File: src/rtl/shared_bus_arbiter.sv
// rtl/shared_bus_arbiter.sv - two-master round-robin arbiter and datapath mux for the shared gpiomem bus
module shared_bus_arbiter #(
  parameter int ADDR_W = 9,
  parameter int DATA_W = 8
) (
  input  logic              clk,
  input  logic              reset,
  input  logic              core0_request,
  output logic              core0_grant,
  input  logic [DATA_W-1:0] core0_data_in,
  output logic [DATA_W-1:0] core0_data_out,
  input  logic [ADDR_W-1:0] core0_address,
  input  logic              core0_rw,
  input  logic              core1_request,
  output logic              core1_grant,
  input  logic [DATA_W-1:0] core1_data_in,
  output logic [DATA_W-1:0] core1_data_out,
  input  logic [ADDR_W-1:0] core1_address,
  input  logic              core1_rw,
  output logic [ADDR_W-1:0] RAM_address,
  output logic [DATA_W-1:0] RAM_data_in,
  input  logic [DATA_W-1:0] RAM_data_out,
  output logic              rw
);

  typedef enum logic [1:0] {
    IDLE = 2'd0,
    C0   = 2'd1,
    C1   = 2'd2
  } owner_t;

  owner_t owner;
  logic   last_served;

  // A released owner is re-arbitrated in the same edge, so the other core
  // can take over without an idle cycle in between.
  always_ff @(posedge clk) begin
    if (reset) begin
      owner       <= IDLE;
      last_served <= 1'b1;
    end else if (owner == C0 && core0_request) begin
      owner <= C0;
    end else if (owner == C1 && core1_request) begin
      owner <= C1;
    end else if (core0_request && core1_request) begin
      if (last_served) begin
        owner       <= C0;
        last_served <= 1'b0;
      end else begin
        owner       <= C1;
        last_served <= 1'b1;
      end
    end else if (core0_request) begin
      owner       <= C0;
      last_served <= 1'b0;
    end else if (core1_request) begin
      owner       <= C1;
      last_served <= 1'b1;
    end else begin
      owner <= IDLE;
    end
  end

  assign core0_grant = (owner == C0);
  assign core1_grant = (owner == C1);

  always_comb begin
    RAM_address    = '0;
    RAM_data_in    = '0;
    rw             = 1'b0;
    core0_data_out = '0;
    core1_data_out = '0;
    case (owner)
      C0: begin
        RAM_address    = core0_address;
        RAM_data_in    = core0_data_in;
        rw             = core0_rw;
        core0_data_out = RAM_data_out;
      end
      C1: begin
        RAM_address    = core1_address;
        RAM_data_in    = core1_data_in;
        rw             = core1_rw;
        core1_data_out = RAM_data_out;
      end
      default: ;
    endcase
  end

endmodule

File: config.mk
export PLATFORM = sky130hd
export DESIGN_NAME = shared_bus_arbiter
export DESIGN_NICKNAME = d
export VERILOG_FILES = /design/src/rtl/shared_bus_arbiter.sv
export SDC_FILE = /design/constraint.sdc
export NUM_CORES = 1
export LEC_CHECK = 0
export BUFFER_PORTS_ARGS = -buffer_cell sky130_fd_sc_hd__clkbuf_2
export CAP_MARGIN = 0
export CORE_MARGIN = 1
export CORE_UTILIZATION = 30
export CTS_CLUSTER_SIZE = 12
export DETAILED_ROUTE_END_ITERATION = 8
export GPL_TIMING_DRIVEN = 0
export PLACE_DENSITY = 0.87
export SLEW_MARGIN = 10
export SYNTH_ARGS = -nofsm -noshare
export SYNTH_HDL_FRONTEND = slang
export SYNTH_SLANG_ARGS = --single-unit
File: constraint.sdc
create_clock -name clk -period 3.45 [get_ports clk]
set_clock_uncertainty 0.05 [all_clocks]
set_input_delay 0.1725 -clock clk [delete_from_list [all_inputs] [get_ports clk]]
set_output_delay 0.1725 -clock clk [all_outputs]
set_load 0.01 [all_outputs]
======== Word level (Yosys, flattened, before mapping) ========
Cells that the tools add are included.
Widths: inputs -> output; s select.
word-level totals
  output and inout port bits .............. 36
  register bits ........................... 3
  logic and storage cells ................. 28
cells by class
  muxes and demuxes ....................... 15
  reductions and logical operators ........ 6
  bitwise gates (word level) .............. 2
  eq/ne operators ......................... 2
operator list
  operator            count
  $pmux 9 s2          1
  $mux 8              2
  $pmux 8 s2          1
  $mux 2              5
  $mux 1              5
  $logic_and 1x1->1   3
  $reduce_and 3->1    1
  $reduce_bool 3->1   1
  $eq 2x1->1 const B  1
  $eq 2x2->1 const B  1
  $not 1->1           2
  $pmux 1 s2          1
  $reduce_or 2->1     1

======== Logic depth before layout (Yosys ltp) ========
  depth in word-level cells ............... 5
  mapped depth ............................ 6
  depth with buffers taken out ............ 5

======== Worst setup path after synthesis ========
OpenSTA, ideal clock, no wires.
  path type ............................... reg-to-output
  start point ............................. register owner[0]
  end point ............................... output port RAM_address[0]
  required time ........................... 3.227 ns
  stages on the path, launching flop included .. 6
  arrival ................................. 1.137 ns
  setup slack ............................. 2.090 ns
  cell sequence ........................... dfxtp_1 inv_1 ha_1 buf_2 buf_2 nor2_1
on the way
  longest elaborated chain between the ends .. 2
  elaborated cells on any way between the ends .. 3
  classes of those cells .................. eq/ne: 2; mux: 1
ends and longest elaborated chain
  element                                   RTL line  RTL
  start, declared                           32        owner_t owner;
  start signal, assigned                    39        owner <= IDLE;
  start signal, assigned                    42        owner <= C0;
  start signal, assigned                    44        owner <= C1;
  $eq 2x2->1 or $eq 2x1->1 (tied branches)  73        case (owner)
  $pmux 9 s2 (*)                            73
  end, declared                             20        output logic [ADDR_W-1:0] RAM_address,
Every way passes the cells marked *; elsewhere a longest branch is shown, timed or not.

======== Worst setup path in the final report ========
  start point ............................. register owner[0]
  end point ............................... output port RAM_data_in[0]
on the way
  longest elaborated chain between the ends .. 2
  elaborated cells on any way between the ends .. 3
  classes of those cells .................. eq/ne: 2; mux: 1
ends and longest elaborated chain
  element                                   RTL line  RTL
  $eq 2x2->1 or $eq 2x1->1 (tied branches)  73
  $pmux 8 s2 (*)                            73
  end, declared                             21        output logic [DATA_W-1:0] RAM_data_in,
Marks and branches as above.

==> impl_metrics.toml <==
[status]
status = "completed"

[synth]
yosysTopAreaCellShare_pct = 25.1
main_combinational_cell_family_by_area_after_synthesis = "simple AND/OR/NAND/NOR gates"
synthesized_netlist_net_count = 127
mux_cell_area_share_after_synthesis_pct = 0
yosys_register_bits = 3
synth_compound_area_share_pct = 28.1
number_of_distinct_library_cells_after_synthesis = 19
synth-seq-area-share_pct = 11.1
yosysWarnings = 0
synth_area_leaders = "sky130_fd_sc_hd__a22oi_1 (25%), sky130_fd_sc_hd__and2_1 (19%), sky130_fd_sc_hd__nor2_1 (13%)"
synth.cell_area_sq_um = 539
synth_fa_ha_area_share_pct = 6.96
synth.avg_cell_area_sq_um = 7.10
synth_top_cell_by_area = "sky130_fd_sc_hd__a22oi_1"
synth_simple_gate_area_share_pct = 42.2
synthXorXnorAreaFrac_pct = 0
synthCells = 76

[worst_setup_path]
worstPathCellList = "inv_1 -> ha_1 -> buf_2 -> buf_2 -> nor2_1 -> clkbuf_2"
worst_ep_required_time_ps = 3230
critical_path_arrival_ps = 1540
critical_path.endpoint_type = "primary output"
kind_of_launch_point_of_the_worst_setup_path = "flop"
timing.critical_path.mode_cell = "sky130_fd_sc_hd__buf_2"
timing.critical_path.slowest_stage_cell = "sky130_fd_sc_hd__dfxtp_1"
family_of_cells_with_the_greatest_summed_delay_on_the_critical_path = "buffers and inverters"
path_max_fanout = 10
cpPeakStageDelay_ps = 330
critical_path_buf_inv_count = 4
setup.worst_path.class = "reg -> out"

[final_layout]
final_nets = 215
filler_cell_count = 149
proportion_of_layout_cells_with_a_drive_suffix_above_1_pct = 58.3
finalCoreUtilization_pct = 63.4
post-route-cell-area_sq_mm = 0.00101
n_antenna_cell = 0
register_area_sq_um = 60.1
multi_input_comb_area_sq_um = 417
syn2layout_area_growth_pct = 87.5

[placed_design]
port_buffers = 83
place.detailed.hpwl_mm = 1.57
gp_congestion = 0.809
pre_cts_ws_ps = 1920
placed_cell_area_sq_um = 985

[cts]
h_tree_lvl_count = 1
clk_transition_reported_paths_ps = 40
ctsResizeCount = 0
clock_latency_ps = 230
cts_root_buf = "sky130_fd_sc_hd__clkbuf_4"
post-cts-setup-buffer-count = 0
tritoncts_clock_tree = "yes"
tritoncts.num_buffers = 3
clock-sinks = 3
holdBufCountCts = 0
maximum_clock_insertion_buffer_count = 2

[hold_path]
timing.hold.worst.class = "in -> reg"

[power_and_ir_drop]
power_density_mw_per_mm2 = 208
vdd.ir_drop.worst_mv = 0.233
static_leakage_nw = 0.586

[global_route]
grt-ovfl-total = 0
first_global_vias = 764
grt_util_all_layers_pct = 18.7
grt_antenna_before_repair = 0
grt_max_degree = 11
grt_first_pass_wirelength_mm = 2.84

[run]
drv.max_cap_violation_count = 0

[detailed_routing]
drtAntennaViolNets = 0
finalWirelength_mm = 1.87
via_per_inst = 4.61
routed-via-count = 863
drt-wirelength-per-cell_um = 9.99
drt_first_pass_iters = 4
initialDrtViolationCount = 10
detail_route.drc_violations = 0

[floorplan]
die-width_um = 44.4
io_pins = 84
initial_core_util_pct = 33.8
die-area_sq_mm = 0.00197
die_y_um = 44.4
std_cell_rows = 14
core_area_sq_mm = 0.00159

[sta]
fmax_mhz = 566
rsz_0062_raised_after_global_routing = "no"
slew_viol_final = 0
finalSetupViolations = 0
finalWorstSetupSlack_ps = 1680
hold_viol = 0
maxSlewHeadroom_pct = 79.8
setup_total_negative_slack_ps = 0
min_period_ps = 1770
worstMarginPinSlew_ps = 304
final_min_period_over_clock_period_pct = 51.2
-- worst reg2reg max path, delay by kind of cell, from the launching register on --
kind / cells / cell delay (ps)
fa+ha+maj: 1 / 230
flops: 1 / 330
simple gates: 2 / 180
compound gates: 1 / 180
buf+inv: 2 / 210
-- layout by cell type, fill, tap and decap left out --
| master | instances |
|---|---|
| sky130_fd_sc_hd__buf_6 | 3 |
| sky130_fd_sc_hd__inv_1 | 2 |
| sky130_fd_sc_hd__nor2_1 | 18 |
| sky130_fd_sc_hd__a22oi_1 | 18 |
| sky130_fd_sc_hd__nor2b_1 | 1 |
| sky130_fd_sc_hd__nand3b_1 | 1 |
| sky130_fd_sc_hd__nand2_1 | 1 |
| sky130_fd_sc_hd__and2_1 | 16 |
| sky130_fd_sc_hd__dfxtp_1 | 3 |
| sky130_fd_sc_hd__clkbuf_1 | 2 |
| sky130_fd_sc_hd__and3b_1 | 1 |
| sky130_fd_sc_hd__nor3b_1 | 1 |
| sky130_fd_sc_hd__buf_2 | 2 |
| sky130_fd_sc_hd__nor2b_4 | 1 |
| sky130_fd_sc_hd__ha_1 | 3 |
| sky130_fd_sc_hd__buf_4 | 1 |
| sky130_fd_sc_hd__clkbuf_2 | 83 |
| sky130_fd_sc_hd__clkbuf_4 | 3 |
| sky130_fd_sc_hd__o21ai_0 | 1 |
| sky130_fd_sc_hd__nor3b_2 | 1 |
| sky130_fd_sc_hd__o32a_2 | 1 |
-- flip-flops by register name, summed over array words and instances, names as in the netlist --
register,cells
last_served,1
owner,2
-- per-layer routing --
| layer | share of wire, % | track usage [%] | vias up |
|---|---|---|---|
| met2 | 54 | 37.9 | 49 |
| met1 | 38 | 19.7 | 376 |
| met4 | 0 | 6.06 | 0 |
| met3 | 8.3 | 1.63 | 0 |
| li1 | - | - | 438 |
| met5 | 0 | 0 | - |
-- cell usage after synthesis (all sizes together) --
cell type	count
a22oi	18
and2	16
and3b	1
buf	6
clkbuf	1
dfxtp	3
ha	3
inv	2
nand2	1
nand3b	1
nor2	18
nor2b	2
nor3b	2
o21ai	1
o32a	1
-- through the flow --
stage	total power [W]	std cells	hold WS [ps]
floorplan	0.0000988	76	199
global placement	0.000147	183	329
detailed placement	0.000150	183	348
CTS	0.000213	187	103
global route	0.000226	187	116
finish	0.000210	187	107
-- cell families (layout without fill, tap and decap cells) --
logic type	count (synthesis)	in the layout
AOI/OAI and AO/OA	20	20
adders and majority gates	3	3
buffers and inverters	9	96
DFF	3	3
and+or+nand+nor	41	41
-- power by group --
group          switching (W)  internal [W]  total (W)
sequential        0.00000197     0.0000376  0.0000396
combinational      0.0000537     0.0000562   0.000110
clock              0.0000171     0.0000433  0.0000604
-- layout make-up --
type                       instances  area share, %
multi-input combinational         64           41.2
timing repair buffer              83           41.1
sequential                         3           5.94
buffer                             7           5.45
tap                               24           2.97
clock buffer                       4           2.60
inverter                           2          0.743
-- path summary, 6_finish.rpt --
path / start / endpoint / slack, ps / cells after the start
setup reg to reg: owner[0] / last_served / 2140 / 6
hold / removal: reset / owner[0] / 110 / 2
hold reg to reg: last_served / last_served / 480 / 1
setup / recovery: owner[0] / RAM_data_in[0] / 1680 / 6
(Power assumes the default switching activity.)
